<file path="src/rtl/apb_pwm_capture_pkg.sv">
// Shared definitions for the APB PWM capture peripheral: register byte
// offsets, STATUS bit positions and the per-channel measurement state.
package apb_pwm_capture_pkg;

   // Byte offsets; only PADDR[4:2] is decoded.
   localparam logic [4:0] ADDR_CTRL    = 5'h00;
   localparam logic [4:0] ADDR_STATUS  = 5'h04;
   localparam logic [4:0] ADDR_HIGH1   = 5'h08;
   localparam logic [4:0] ADDR_PERIOD1 = 5'h0C;
   localparam logic [4:0] ADDR_HIGH2   = 5'h10;
   localparam logic [4:0] ADDR_PERIOD2 = 5'h14;
   localparam logic [4:0] ADDR_TIMEOUT = 5'h18;

   // STATUS bit positions
   localparam int unsigned ST_VALID1 = 0;
   localparam int unsigned ST_VALID2 = 1;
   localparam int unsigned ST_OVR1   = 2;
   localparam int unsigned ST_OVR2   = 3;
   localparam int unsigned ST_TMO1   = 4;
   localparam int unsigned ST_TMO2   = 5;

   typedef enum logic [1:0] {
      IDLE = 2'd0,
      HIGH = 2'd1,
      LOW  = 2'd2
   } chan_state_e;

endpackage

</file>
<file path="src/rtl/apb_pwm_capture_channel.sv">
// One capture channel: synchronizer, edge detector, measurement FSM with
// saturating counters, and the latched high-time / period results.
// done pulses for one cycle when a full period has been latched; tmo pulses
// for one cycle when the period counter hits the programmed timeout.
module pwm_capture_channel
   import apb_pwm_capture_pkg::*;
#(
   parameter int unsigned CNT_W = 24
) (
   input  logic             clk,
   input  logic             rst_n,
   input  logic             cap_in,
   input  logic             en,
   input  logic [CNT_W-1:0] timeout,
   output logic [CNT_W-1:0] high_q,
   output logic [CNT_W-1:0] period_q,
   output logic             done,
   output logic             tmo
);

   logic             sync1, sync2, sync3;
   logic             rise, fall;
   logic             timed_out;
   logic [CNT_W-1:0] hcnt, pcnt;
   chan_state_e      state;

   function automatic logic [CNT_W-1:0] sat_inc(input logic [CNT_W-1:0] v);
      return (&v) ? v : v + CNT_W'(1);
   endfunction

   // Two-flop synchronizer plus one delay stage for edge detection
   always_ff @(posedge clk or negedge rst_n) begin
      if (!rst_n) begin
         sync1 <= 1'b0;
         sync2 <= 1'b0;
         sync3 <= 1'b0;
      end else begin
         sync1 <= cap_in;
         sync2 <= sync1;
         sync3 <= sync2;
      end
   end

   assign rise      = sync2 & ~sync3;
   assign fall      = ~sync2 & sync3;
   assign timed_out = (timeout != '0) && (pcnt >= timeout);

   // Measurement FSM: counters, latched results and event pulses
   always_ff @(posedge clk or negedge rst_n) begin
      if (!rst_n) begin
         state    <= IDLE;
         hcnt     <= '0;
         pcnt     <= '0;
         high_q   <= '0;
         period_q <= '0;
         done     <= 1'b0;
         tmo      <= 1'b0;
      end else begin
         done <= 1'b0;
         tmo  <= 1'b0;
         if (!en) begin
            state <= IDLE;
            hcnt  <= '0;
            pcnt  <= '0;
         end else begin
            case (state)
               IDLE: begin
                  if (rise) begin
                     hcnt  <= CNT_W'(1);
                     pcnt  <= CNT_W'(1);
                     state <= HIGH;
                  end
               end
               HIGH: begin
                  if (timed_out) begin
                     tmo   <= 1'b1;
                     hcnt  <= '0;
                     pcnt  <= '0;
                     state <= IDLE;
                  end else if (fall) begin
                     pcnt  <= sat_inc(pcnt);
                     state <= LOW;
                  end else begin
                     hcnt <= sat_inc(hcnt);
                     pcnt <= sat_inc(pcnt);
                  end
               end
               LOW: begin
                  // A completing edge takes precedence over a coincident timeout
                  if (rise) begin
                     high_q   <= hcnt;
                     period_q <= pcnt;
                     done     <= 1'b1;
                     hcnt     <= CNT_W'(1);
                     pcnt     <= CNT_W'(1);
                     state    <= HIGH;
                  end else if (timed_out) begin
                     tmo   <= 1'b1;
                     hcnt  <= '0;
                     pcnt  <= '0;
                     state <= IDLE;
                  end else begin
                     pcnt <= sat_inc(pcnt);
                  end
               end
               default: begin
                  state <= IDLE;
                  hcnt  <= '0;
                  pcnt  <= '0;
               end
            endcase
         end
      end
   end

endmodule

</file>
<file path="src/rtl/apb_pwm_capture.sv">
// APB3 slave measuring high time and period of two PWM inputs in PCLK cycles.
// Holds the APB decode, CTRL, TIMEOUT and W1C STATUS registers.
// Optional interrupt output enabled by defining PWM_CAPTURE_IRQ_EN.
module apb_pwm_capture
   import apb_pwm_capture_pkg::*;
#(
   parameter int unsigned CNT_W       = 24,
   parameter int unsigned TIMEOUT_RST = 2500000
) (
   input  logic        PCLK,
   input  logic        PRESERN,
   input  logic        PSEL,
   input  logic        PENABLE,
   input  logic        PWRITE,
   input  logic [31:0] PADDR,
   input  logic [31:0] PWDATA,
   output logic [31:0] PRDATA,
   output logic        PREADY,
   output logic        PSLVERR,
   input  logic        cap_in1,
   input  logic        cap_in2
`ifdef PWM_CAPTURE_IRQ_EN
   ,
   output logic        irq
`endif
);

   logic             wr_en;
   logic             rd_en;
   logic [4:0]       addr_off;
   logic             en1, en2, irq_en;
   logic [CNT_W-1:0] timeout_q;
   logic [5:0]       status, st_set, st_clr;
   logic [CNT_W-1:0] high1, period1, high2, period2;
   logic             done1, done2, tmo1, tmo2;
   logic             unused;

   assign wr_en    = PSEL & PENABLE & PWRITE;
   assign rd_en    = PSEL & ~PWRITE;
   assign addr_off = {PADDR[4:2], 2'b00};
   assign PREADY   = 1'b1;
   assign PSLVERR  = 1'b0;
   assign unused   = ^{PADDR, PWDATA};

   pwm_capture_channel #(.CNT_W(CNT_W)) u_ch1 (
      .clk      (PCLK),
      .rst_n    (PRESERN),
      .cap_in   (cap_in1),
      .en       (en1),
      .timeout  (timeout_q),
      .high_q   (high1),
      .period_q (period1),
      .done     (done1),
      .tmo      (tmo1)
   );

   pwm_capture_channel #(.CNT_W(CNT_W)) u_ch2 (
      .clk      (PCLK),
      .rst_n    (PRESERN),
      .cap_in   (cap_in2),
      .en       (en2),
      .timeout  (timeout_q),
      .high_q   (high2),
      .period_q (period2),
      .done     (done2),
      .tmo      (tmo2)
   );

   // CTRL and TIMEOUT register writes
   always_ff @(posedge PCLK or negedge PRESERN) begin
      if (!PRESERN) begin
         en1       <= 1'b0;
         en2       <= 1'b0;
         timeout_q <= CNT_W'(TIMEOUT_RST);
      end else if (wr_en) begin
         if (addr_off == ADDR_CTRL) begin
            en1 <= PWDATA[0];
            en2 <= PWDATA[1];
         end
         if (addr_off == ADDR_TIMEOUT) begin
            timeout_q <= PWDATA[CNT_W-1:0];
         end
      end
   end

`ifdef PWM_CAPTURE_IRQ_EN
   // Interrupt enable bit and registered interrupt output
   always_ff @(posedge PCLK or negedge PRESERN) begin
      if (!PRESERN) begin
         irq_en <= 1'b0;
         irq    <= 1'b0;
      end else begin
         if (wr_en && (addr_off == ADDR_CTRL)) begin
            irq_en <= PWDATA[2];
         end
         irq <= irq_en & (|status);
      end
   end
`else
   assign irq_en = 1'b0;
`endif

   // Hardware set and software write-1-to-clear requests for STATUS
   always_comb begin
      st_set            = '0;
      st_set[ST_VALID1] = done1;
      st_set[ST_VALID2] = done2;
      st_set[ST_OVR1]   = done1 & status[ST_VALID1];
      st_set[ST_OVR2]   = done2 & status[ST_VALID2];
      st_set[ST_TMO1]   = tmo1;
      st_set[ST_TMO2]   = tmo2;
      st_clr            = (wr_en && (addr_off == ADDR_STATUS)) ? PWDATA[5:0] : '0;
   end

   // STATUS update; a hardware set wins over a same-cycle clear
   always_ff @(posedge PCLK or negedge PRESERN) begin
      if (!PRESERN) begin
         status <= '0;
      end else begin
         status <= (status & ~st_clr) | st_set;
      end
   end

   // Combinational read mux, zero outside read transfers
   always_comb begin
      PRDATA = '0;
      if (rd_en) begin
         case (addr_off)
            ADDR_CTRL:    PRDATA = {29'd0, irq_en, en2, en1};
            ADDR_STATUS:  PRDATA = {26'd0, status};
            ADDR_HIGH1:   PRDATA = 32'(high1);
            ADDR_PERIOD1: PRDATA = 32'(period1);
            ADDR_HIGH2:   PRDATA = 32'(high2);
            ADDR_PERIOD2: PRDATA = 32'(period2);
            ADDR_TIMEOUT: PRDATA = 32'(timeout_q);
            default:      PRDATA = '0;
         endcase
      end
   end

endmodule

</file>
<file path="config.mk">
export PLATFORM = sky130hd
export DESIGN_NAME = apb_pwm_capture
export DESIGN_NICKNAME = d
export VERILOG_FILES = /design/src/rtl/apb_pwm_capture_pkg.sv /design/src/rtl/apb_pwm_capture_channel.sv /design/src/rtl/apb_pwm_capture.sv
export SDC_FILE = /design/constraint.sdc
export NUM_CORES = 1
export LEC_CHECK = 0
export ABC_AREA = 0
export CORE_ASPECT_RATIO = 1.75
export CORE_MARGIN = 2
export CORE_UTILIZATION = 60
export CTS_CLUSTER_SIZE = 20
export DETAILED_ROUTE_END_ITERATION = 8
export DONT_BUFFER_PORTS = 1
export GPL_ROUTABILITY_DRIVEN = 0
export PLACE_DENSITY_LB_ADDON = 0.3
export SETUP_SLACK_MARGIN = 0.15
export SLEW_MARGIN = 10
export SYNTH_ARGS = -nofsm -noshare
export SYNTH_HDL_FRONTEND = slang
export SYNTH_HIERARCHICAL = 1
export SYNTH_SLANG_ARGS = --single-unit
</file>
<file path="constraint.sdc">
create_clock -name PCLK -period 5.05 [get_ports PCLK]
set_input_delay 0.505 -clock PCLK [delete_from_list [all_inputs] [get_ports PCLK]]
set_output_delay 0.505 -clock PCLK [all_outputs]
set_load 0.02 [all_outputs]
</file>
* Word-level counts from Yosys, hierarchy flattened *
Cells that the tools add are included.

storage, ports and cells
  flip-flop bits (word level) = 238
  input port bits = 71
  output and inout port bits = 34
  logic and storage cells = 143

operators by class
  add/sub/neg operators = 4
  $lt $le $gt $ge = 2
  equality and inequality tests = 20
  multiplexer cells = 57
  bitwise gates (word level) = 17
  reduce and logical (&&, ||, !) cells = 19

operators with widths
  operator                                                count
  2-to-1 mux 24 bit                                       23
  one-hot mux 24 bit (3 select lines)                     4
  one-hot mux 24 bit (7 select lines)                     1
  adder 24 x 1 -> 24 bit (second input constant)          4
  AND reduction 24 bit                                    4
  greater-or-equal comparator 24 bit                      2
  2-to-1 mux 2 bit                                        12
  nonzero test 24 bit                                     1
  inequality test 4 x 2 -> 1 bit (second input constant)  4
  2-to-1 mux 1 bit                                        12
  one-hot mux 2 bit (3 select lines)                      2
  AND reduction 3 bit                                     4
  bitwise AND 1 bit                                       9
  equality test 3 bit (second input constant)             3
  inequality test 4 x 3 -> 1 bit (second input constant)  2
  inequality test 4 bit (second input constant)           2
  AND reduction 4 bit                                     2
  bitwise AND 6 bit                                       1
  equality test 3 x 2 -> 1 bit (second input constant)    2
  2-to-1 mux 6 bit                                        1
  inequality test 3 x 2 -> 1 bit (second input constant)  2
  NOT 6 bit                                               1
  bitwise OR 6 bit                                        1
  zero test 5 bit                                         1
  other kinds (8)                                         19

* Longest topological paths before layout *
Gate-level depths: netlist of run 1.

  word-level depth = 7
  depth in mapped cells = 12

* Hierarchy *
Netlist of run 1, hierarchy kept.

by module, submodules not included
  module                       instances  cells an instance  area each (sq um)  seq. area each (sq um)
  pwm_capture_channel (u_ch2)  1          671                5828.1             2577.5
  pwm_capture_channel (u_ch1)  1          657                5534.1             2577.5
  apb_pwm_capture              1          235                2439.8             810.8

* Worst setup path before layout of run 1 *
OpenSTA, ideal clock, no wires.

  kind = flip-flop to flip-flop
  start point = register timeout_q[21]
  end point = register u_ch1.hcnt[23]
  arrival = 2531 ps
  setup slack = 2450 ps
  stages on the path, launching flop included = 11
  path buffers = 0
  clock period less this slack = 2600 ps
  cell sequence = dfstp_2 inv_1 ha_1 nand4_1 nor4_1 o21ai_1 a31o_1 a221oi_2 nor2_2 or4_1 nand3_1

on the way
  word-level cells in the longest chain between the ends = 5

ends and longest elaborated chain
  what                                                                              RTL line                       RTL
  start: declaration                                                                apb_pwm_capture.sv:32          logic [CNT_W-1:0] timeout_q;
  start signal: assignment                                                          apb_pwm_capture.sv:74          timeout_q <= CNT_W'(TIMEOUT_RST);
  start signal: assignment                                                          apb_pwm_capture.sv:81          timeout_q <= PWDATA[CNT_W-1:0];
  greater-or-equal comparator 24 bit / nonzero test 24 bit (equally long branches)  apb_pwm_capture_channel.sv:46  assign timed_out = (timeout != '0) && (pcnt >= timeout);
  logical AND 1 bit (*)                                                             apb_pwm_capture_channel.sv:46
  2-to-1 mux 24 bit                                                                 apb_pwm_capture_channel.sv:75  if (timed_out) begin
  one-hot mux 24 bit (3 select lines)                                               apb_pwm_capture_channel.sv:66  case (state)
  2-to-1 mux 24 bit                                                                 apb_pwm_capture_channel.sv:61  if (!en) begin
  end signal: assignment                                                            apb_pwm_capture_channel.sv:84  hcnt <= sat_inc(hcnt);
  end: declaration                                                                  apb_pwm_capture_channel.sv:24  logic [CNT_W-1:0] hcnt, pcnt;

Every way passes the cells marked *; elsewhere a longest branch is shown, timed or not.
A chain may end at the register's enable or synchronous reset.

* Worst setup path after layout of run 1 *
  start point = register timeout_q[17]
  end point = register u_ch1.pcnt[12]

on the way
  word-level cells in the longest chain between the ends = 6

ends and longest elaborated chain
  what                                                                              RTL line                        RTL
  greater-or-equal comparator 24 bit / nonzero test 24 bit (equally long branches)  apb_pwm_capture_channel.sv:46
  logical AND 1 bit (*)                                                             apb_pwm_capture_channel.sv:46
  2-to-1 mux 24 bit (*)                                                             apb_pwm_capture_channel.sv:75
  2-to-1 mux 24 bit                                                                 apb_pwm_capture_channel.sv:90   if (rise) begin
  one-hot mux 24 bit (3 select lines) (*)                                           apb_pwm_capture_channel.sv:66
  2-to-1 mux 24 bit (*)                                                             apb_pwm_capture_channel.sv:61
  end signal: assignment                                                            apb_pwm_capture_channel.sv:81   pcnt <= sat_inc(pcnt);
  end signal: assignment                                                            apb_pwm_capture_channel.sv:85   pcnt <= sat_inc(pcnt);
  end signal: assignment                                                            apb_pwm_capture_channel.sv:103  pcnt <= sat_inc(pcnt);
  end: declaration                                                                  apb_pwm_capture_channel.sv:24

Marks and branches as above.

==> results.sh, run 1 <==
export IMPL_skew_ps=16.5
export IMPL_routedWlPerCell_um=21.2
export IMPL_via_per_inst=6.44
export IMPL_use_met1=0.356
export IMPL_synth_area_leaders="dfrtp_1, nand2_1, ha_1"
export IMPL_num_antenna_cells=0
export IMPL_num_rows=73
export IMPL_synth_area_um2=13800
export IMPL_ff2ff_path_depth=10
export IMPL_top_usage_layer="met2"
export IMPL_peakVddDrop_uv=304
export IMPL_boundaryPins=105
export IMPL_crit_path_max_fanout=34
export IMPL_syn_to_final_growth_pct=6.57
export IMPL_final_antenna_net_count=0
export IMPL_reg2reg_to="u_ch1/pcnt[12]$_DFFE_PN0P_"
export IMPL_cts_clk_slew_worst_paths_ps=70
export IMPL_cts_setup_buffers=0
export IMPL_fin_nets=1652
export IMPL_violations="hold timing"
export IMPL_worst_pin_slew_ps=1230
export IMPL_critical_path_max_stage_delay_ps=900
export IMPL_vias=11800
export IMPL_ys_ff_latch=238
export IMPL_core_um2=22700
export IMPL_reg2reg_slack_ps=1440
export IMPL_timing_critical_path_slowest_stage_cell="and2_1"
export IMPL_drv_slew=0
export IMPL_relSlewSlack=0.175
export IMPL_p_sw_frac=0.291
export IMPL_syn_inst=1563
export IMPL_crit_path_cell_trace="inv_1 -> ha_1 -> a21oi_1 -> o21ai_0 -> a221oi_1 -> and2_1 -> a21o_1 -> and2_1 -> o21ai_0 -> a31oi_1"
export IMPL_portBuffers=0
export IMPL_max_freq_ghz=0.277
export IMPL_synth_largest_area_cell="dfrtp_1"
export IMPL_clock_latency_ps=540
export IMPL_drive_above_1_share=0.0936
export IMPL_drv_cap=0
export IMPL_path_class="reg -> reg"
export IMPL_synth_top_cell_area_share=0.417
export IMPL_internal_power_w=0.00341
export IMPL_cp_num_cells=10
export IMPL_timing_hold_ws_ps=-340
export IMPL_gr_usage_all_layers=0.325
export IMPL_drtPass1Iterations=8
export IMPL_die_h_um=205
export IMPL_crit_family="compound AO/OA/AOI/OAI gates"
export IMPL_clkPwrFrac=0.407
export IMPL_die_area_um2=24300
export IMPL_power_frac_seq=0.444
export IMPL_synthArstFlopShare=1.00
export IMPL_combPwrFrac=0.149
export IMPL_avgSynthCellArea_um2=8.83
export IMPL_grt_util_met2=0.566
export IMPL_cp_startpoint="timeout_q[17]$_DFFE_PN1P_"
export IMPL_synth_seq_area_share=0.432
export IMPL_period_share=0.714
export IMPL_gr_total_overflow=0
export IMPL_hold_path_class="in -> async"
export IMPL_wl_mm=39.0
export IMPL_cts_tree="yes"
export IMPL_hold_violations=236
export IMPL_outcome="finished, violations left"
export IMPL_met3_usage=0.0468
export IMPL_end_kind="register"
export IMPL_final_cell_mix="nand2_1, dfrtp_1, o21ai_0"
export IMPL_start_util=0.609
export IMPL_drcViolationCount=0
export IMPL_critical_path_buf_inv_count=1
export IMPL_drt_iter0_markers=1176
export IMPL_cts_root_buf="clkbuf_16"
export IMPL_die_x_um=119
export IMPL_ys_types=84
export IMPL_htree_num_levels=1
export IMPL_fin_setup_tns_ps=0
export IMPL_setup_viol=0
export IMPL_cp_arrival_ps=4050
export IMPL_grt_first_pass_wirelength_mm=62.4
export IMPL_post_dp_hpwl_mm=27.7
export IMPL_clock_path_buffers=3
export IMPL_grt_max_degree=239
export IMPL_yosysWarnings=6
export IMPL_cts_made_buffers=24
export IMPL_endpoint="u_ch1/pcnt[12]$_DFFE_PN0P_"
export IMPL_grt_pass1_vias=11700
export IMPL_synth_main_ff_cell="dfrtp_1"
export IMPL_antenna_found_initial=0
export IMPL_cellPowerDensity_nw_per_um2=327
export IMPL_required_ps=5490
export IMPL_final_common_cell="nand2_1"
export IMPL_hold_buffers=2
export IMPL_p_leak_nw=6.87
export IMPL_critPathLaunchType="register"
export IMPL_cts_sinks=238
export IMPL_r2r_start="timeout_q[17]$_DFFE_PN1P_"
export IMPL_power_switching_w=0.00140
export IMPL_fin_crit_ps=3610
export IMPL_rsz0062_at_grt="no"
export IMPL_synth_edf_count=0
export IMPL_cts_resized=0
==> power by group through the flow <==
stage          clock network [W]  logic [W]  registers, W
3_5_place_dp                   0   0.000697       0.00216
4_1_cts                  0.00198   0.000703       0.00213
3_3_place_gp                   0   0.000673       0.00216
5_1_grt                  0.00205   0.000785       0.00214
6_report                 0.00196   0.000718       0.00214
2_1_floorplan                  0   0.000573       0.00209
==> area by class of cell <==
type | instances | area (um2)
Inverter | 73 | 274
Timing Repair Buffer | 16 | 125
Clock inverter | 11 | 161
Sequential cell | 238 | 5970
Tap cell | 300 | 375
Fill cell | 1943 | 7940
Multi-Input combinational cell | 1168 | 7110
Clock buffer | 33 | 696
==> worst min path at each step <==
stage,start,end,slack (ps),cells past startpoint
after floorplan,PRESERN,en1$_DFFE_PN0P_,210,0
after global placement,PRESERN,u_ch1/sync2$_DFF_PN0_,220,0
after detailed placement,PRESERN,u_ch1/sync1$_DFF_PN0_,220,0
after CTS,PRESERN,u_ch1/sync1$_DFF_PN0_,-340,0
after global routing,PRESERN,u_ch1/sync1$_DFF_PN0_,-340,0
final,PRESERN,u_ch1/sync1$_DFF_PN0_,-340,0
==> cell usage after synthesis, drive strengths merged, types with 26 or more instances <==
master,n
o21ai,91
clkbuf,45
ha,60
a31oi,39
inv,72
nor4,26
mux2,59
nand2,362
dfrtp,230
a21oi,66
buf,47
nand3,65
nor3,31
nor2,73
and3,29
==> metrics by stage <==
step                setup WS [ps]   util  std cells  power, W  area (um2)
global route                 1200  0.649       1839   0.00498       14700
finish                       1440  0.649       1839   0.00481       14700
global placement             1560  0.611       1793   0.00283       13800
CTS                          1530  0.649       1839   0.00481       14700
floorplan                    2450      -       1571   0.00266       13800
detailed placement           1550  0.611       1793   0.00286       13800
==> cell families after synthesis <==
| family | synth area share |
|---|---|
| AND/OR/NAND/NOR | 0.242 |
| flip-flops | 0.432 |
| other | 0.000544 |
| multiplexers | 0.0518 |
| buffers and inverters | 0.0559 |
| XOR/XNOR | 0.00444 |
| AO/OA/AOI/OAI | 0.158 |
| adder cells (fa/ha/maj) | 0.0544 |
==> metal layers <==
layer	wire, um	part of all wire	vias up
met1	13700	0.35	5784
met4	3280	0.084	0
met3	2200	0.056	166
met2	19800	0.51	438
li1	-	-	5447
met5	0	0	-
==> state kept, by name, indices dropped and copies added, names as in the netlist, 2 cells and up <==
| register | count |
|---|---|
| status | 6 |
| timeout_q | 24 |
| u_ch1/hcnt | 24 |
| u_ch1/high_q | 24 |
| u_ch1/pcnt | 24 |
| u_ch1/period_q | 24 |
| u_ch1/state | 2 |
| u_ch2/hcnt | 24 |
| u_ch2/high_q | 24 |
| u_ch2/pcnt | 24 |
| u_ch2/period_q | 24 |
| u_ch2/state | 2 |
(Power assumes the default switching activity.)
==> run 2, diff against run 1 <==
Settings changed: ABC_AREA 0 to 1.
Clock period 5.05 ns to 3.55 ns, I/O delays scaled along.
==> run 2 against run 1 <==
  * The run still ends with hold timing left
  * Wire length grew 22%
  * Via count grew 26%
  * Critical path type unchanged
  * First-iteration DRC count grew 42%
  * Design area grew 13%
  * Power grew 39%
  * Largest power group unchanged
  * Combinational power grew 59%
==> results.sh, run 2 <==
export IMPL_outcome="finished, violations left"
export IMPL_violations="hold timing"
export IMPL_portBuffers=0
export IMPL_cts_clk_slew_worst_paths_ps=70
export IMPL_synth_edf_count=0
export IMPL_drv_slew=0
export IMPL_grt_max_degree=239
export IMPL_rsz0062_at_grt="no"
export IMPL_crit_path_max_fanout=24
export IMPL_multi_input_area_um2=7860
export IMPL_via_per_inst=5.97
export IMPL_ys_ff_latch=238
export IMPL_core_um2=25300
export IMPL_final_common_cell="nand2_1"
export IMPL_max_freq_ghz=0.336
export IMPL_synth_area_um2=15500
export IMPL_die_h_um=216
export IMPL_crit_top_cell="nand2_1"
export IMPL_p_leak_nw=7.82
export IMPL_relSlewSlack=0.322
export IMPL_cp_startpoint="timeout_q[13]$_DFFE_PN1P_"
export IMPL_worst_pin_slew_ps=1020
export IMPL_synthArstFlopShare=1.00
export IMPL_hold_violations=238
export IMPL_wl_mm=47.4
export IMPL_skew_ps=23.0
export IMPL_path_class="reg -> reg"
export IMPL_drv_cap=0
export IMPL_reg2reg_to="u_ch2/hcnt[19]$_DFFE_PN0P_"
export IMPL_final_antenna_net_count=0
export IMPL_grt_pass1_vias=14500
export IMPL_cp_arrival_ps=3450
export IMPL_seqCellArea_um2=5970
export IMPL_clock_path_buffers=3
export IMPL_syn_to_final_growth_pct=7.17
export IMPL_drt_iter0_markers=1674
export IMPL_r2r_start="timeout_q[13]$_DFFE_PN1P_"
export IMPL_fin_crit_ps=2980
export IMPL_synth_area_leaders="dfrtp_1, nand2_1, inv_1"
export IMPL_drcViolationCount=0
export IMPL_drive_above_1_share=0.0545
export IMPL_vias=14900
export IMPL_synth_seq_area_share=0.386
export IMPL_timing_critical_path_slowest_stage_cell="o21ai_2"
export IMPL_ff2ff_path_depth=15
export IMPL_setup_viol=0
export IMPL_critical_path_buf_inv_count=1
export IMPL_cts_root_buf="clkbuf_16"
export IMPL_gr_total_overflow=0
export IMPL_endpoint="u_ch2/hcnt[19]$_DFFE_PN0P_"
export IMPL_peakVddDrop_uv=331
export IMPL_num_rows=77
export IMPL_period_share=0.838
export IMPL_die_area_um2=27100
export IMPL_synth_largest_area_cell="dfrtp_1"
export IMPL_synth_main_ff_cell="dfrtp_1"
export IMPL_fin_nets=2296
export IMPL_cts_sinks=238
export IMPL_cts_tree="yes"
export IMPL_required_ps=4020
export IMPL_fillers=2204
export IMPL_synth_most_common_cell="nand2_1"
export IMPL_gr_usage_all_layers=0.349
export IMPL_crit_family="simple AND/OR/NAND/NOR gates"
export IMPL_post_dp_hpwl_mm=33.7
export IMPL_antenna_found_initial=2
export IMPL_crit_path_cell_trace="inv_1 -> ha_1 -> nand2_1 -> nand2_1 -> nand2_1 -> nand2_1 -> nand2_1 -> nand3_1 -> nor2_1 -> nand2_1 -> nand2_2 -> nand2_1 -> o21ai_2 -> nand2_1 -> nand2_1"
export IMPL_end_kind="register"
export IMPL_hold_path_class="in -> async"
export IMPL_cts_setup_buffers=0
export IMPL_cp_num_cells=15
export IMPL_avgSynthCellArea_um2=7.08
export IMPL_synthTopCellsByCount="nand2_1, inv_1, dfrtp_1"
export IMPL_fin_setup_tns_ps=0
export IMPL_cellPowerDensity_nw_per_um2=403
export IMPL_yosysWarnings=6
export IMPL_ys_types=40
export IMPL_final_cell_mix="nand2_1, inv_1, dfrtp_1"
export IMPL_routedWlPerCell_um=19.0
export IMPL_start_util=0.610
export IMPL_syn_inst=2184
export IMPL_drtPass1Iterations=6
export IMPL_die_x_um=125
export IMPL_cts_made_buffers=24
export IMPL_synth_top_cell_area_share=0.372
export IMPL_htree_num_levels=1
export IMPL_clock_latency_ps=550
export IMPL_critical_path_max_stage_delay_ps=820
export IMPL_reg2reg_slack_ps=570
export IMPL_timing_hold_ws_ps=-501
export IMPL_critPathLaunchType="register"
export IMPL_boundaryPins=105
export IMPL_hold_buffers=26
export IMPL_grt_first_pass_wirelength_mm=75.3
run 2: cell count changes after synthesis, sizes merged, moves of 24 or more:
cell / previous run / this run
nor2: 73 / 172
o21ai: 91 / 199
inv: 72 / 278
nand2: 362 / 632
nand4: 24 / 116
xor2: 1 / 62
nor3: 31 / 97
a22o: 24 / 0
nand3: 65 / 166
a21oi: 66 / 23
and3: 29 / 2
mux2: 59 / 0
a31oi: 39 / 0
run 2: per-layer routing:
layer | vias up | track usage | routed length, um
met1 | 6887 | 0.391 | 16600
li1 | 7031 | - | -
met4 | 2 | 0.243 | 3880
met5 | - | 0 | 11
met2 | 778 | 0.601 | 23200
met3 | 229 | 0.0597 | 3700
run 2: area by class of cell:
class / count / share of cell area
tap: 316 / 0.0239
multi-input combinational: 1569 / 0.474
inverter: 278 / 0.0633
clock buffer: 33 / 0.0426
sequential: 238 / 0.360
timing repair buffer: 54 / 0.0306
clock inverter: 11 / 0.00536
antenna: 1 / 0.000151
run 2: stage by stage:
stage               cell area [um2]   util  power, W  worst slack, ps  cells
floorplan                     15500      -   0.00377             1370   2192
global placement              15500  0.613   0.00404              696   2429
detailed placement            15500  0.613   0.00407              697   2429
CTS                           16600  0.654   0.00667              677   2499
global route                  16600  0.654   0.00693              318   2500
finish                        16600  0.654   0.00667              574   2500
run 2: how the worst min path moves through the flow:
stage / from / slack, ps / end / cells past startpoint
3_3_place_gp: PRESERN / 60 / u_ch2/hcnt[18]$_DFFE_PN0P_ / 0
3_5_place_dp: PRESERN / 60 / u_ch2/sync1$_DFF_PN0_ / 0
2_1_floorplan: PRESERN / 60 / en1$_DFFE_PN0P_ / 0
6_report: PRESERN / -500 / u_ch2/sync1$_DFF_PN0_ / 0
5_1_grt: PRESERN / -510 / u_ch2/state[1]$_DFFE_PN0P_ / 0
4_1_cts: PRESERN / -510 / u_ch2/sync1$_DFF_PN0_ / 0
run 2: cells by family (layout without fill, tap and decap cells):
kind of cell,after synthesis,in the layout,share of synthesized area
AND/OR/NAND/NOR,1200,1200,0.343
other,2,11,0.000486
flip-flops,238,238,0.386
XOR/XNOR,62,62,0.0351
buffers and inverters,385,376,0.108
AO/OA/AOI/OAI,237,237,0.0790
adder cells (fa/ha/maj),60,60,0.0485
run 2: repair_timing:
action                                 4_1_cts  5_1_grt
endpoints found under the hold margin      272      238
setup endpoints to repair                    0        0
gates resized for setup                      0        0
run 2: where the power goes:
part           leakage (nW)  switching (W)  internal [W]
clock network         0.394        0.00112       0.00147
registers              3.24       0.000121       0.00283
logic                  4.18       0.000807      0.000332
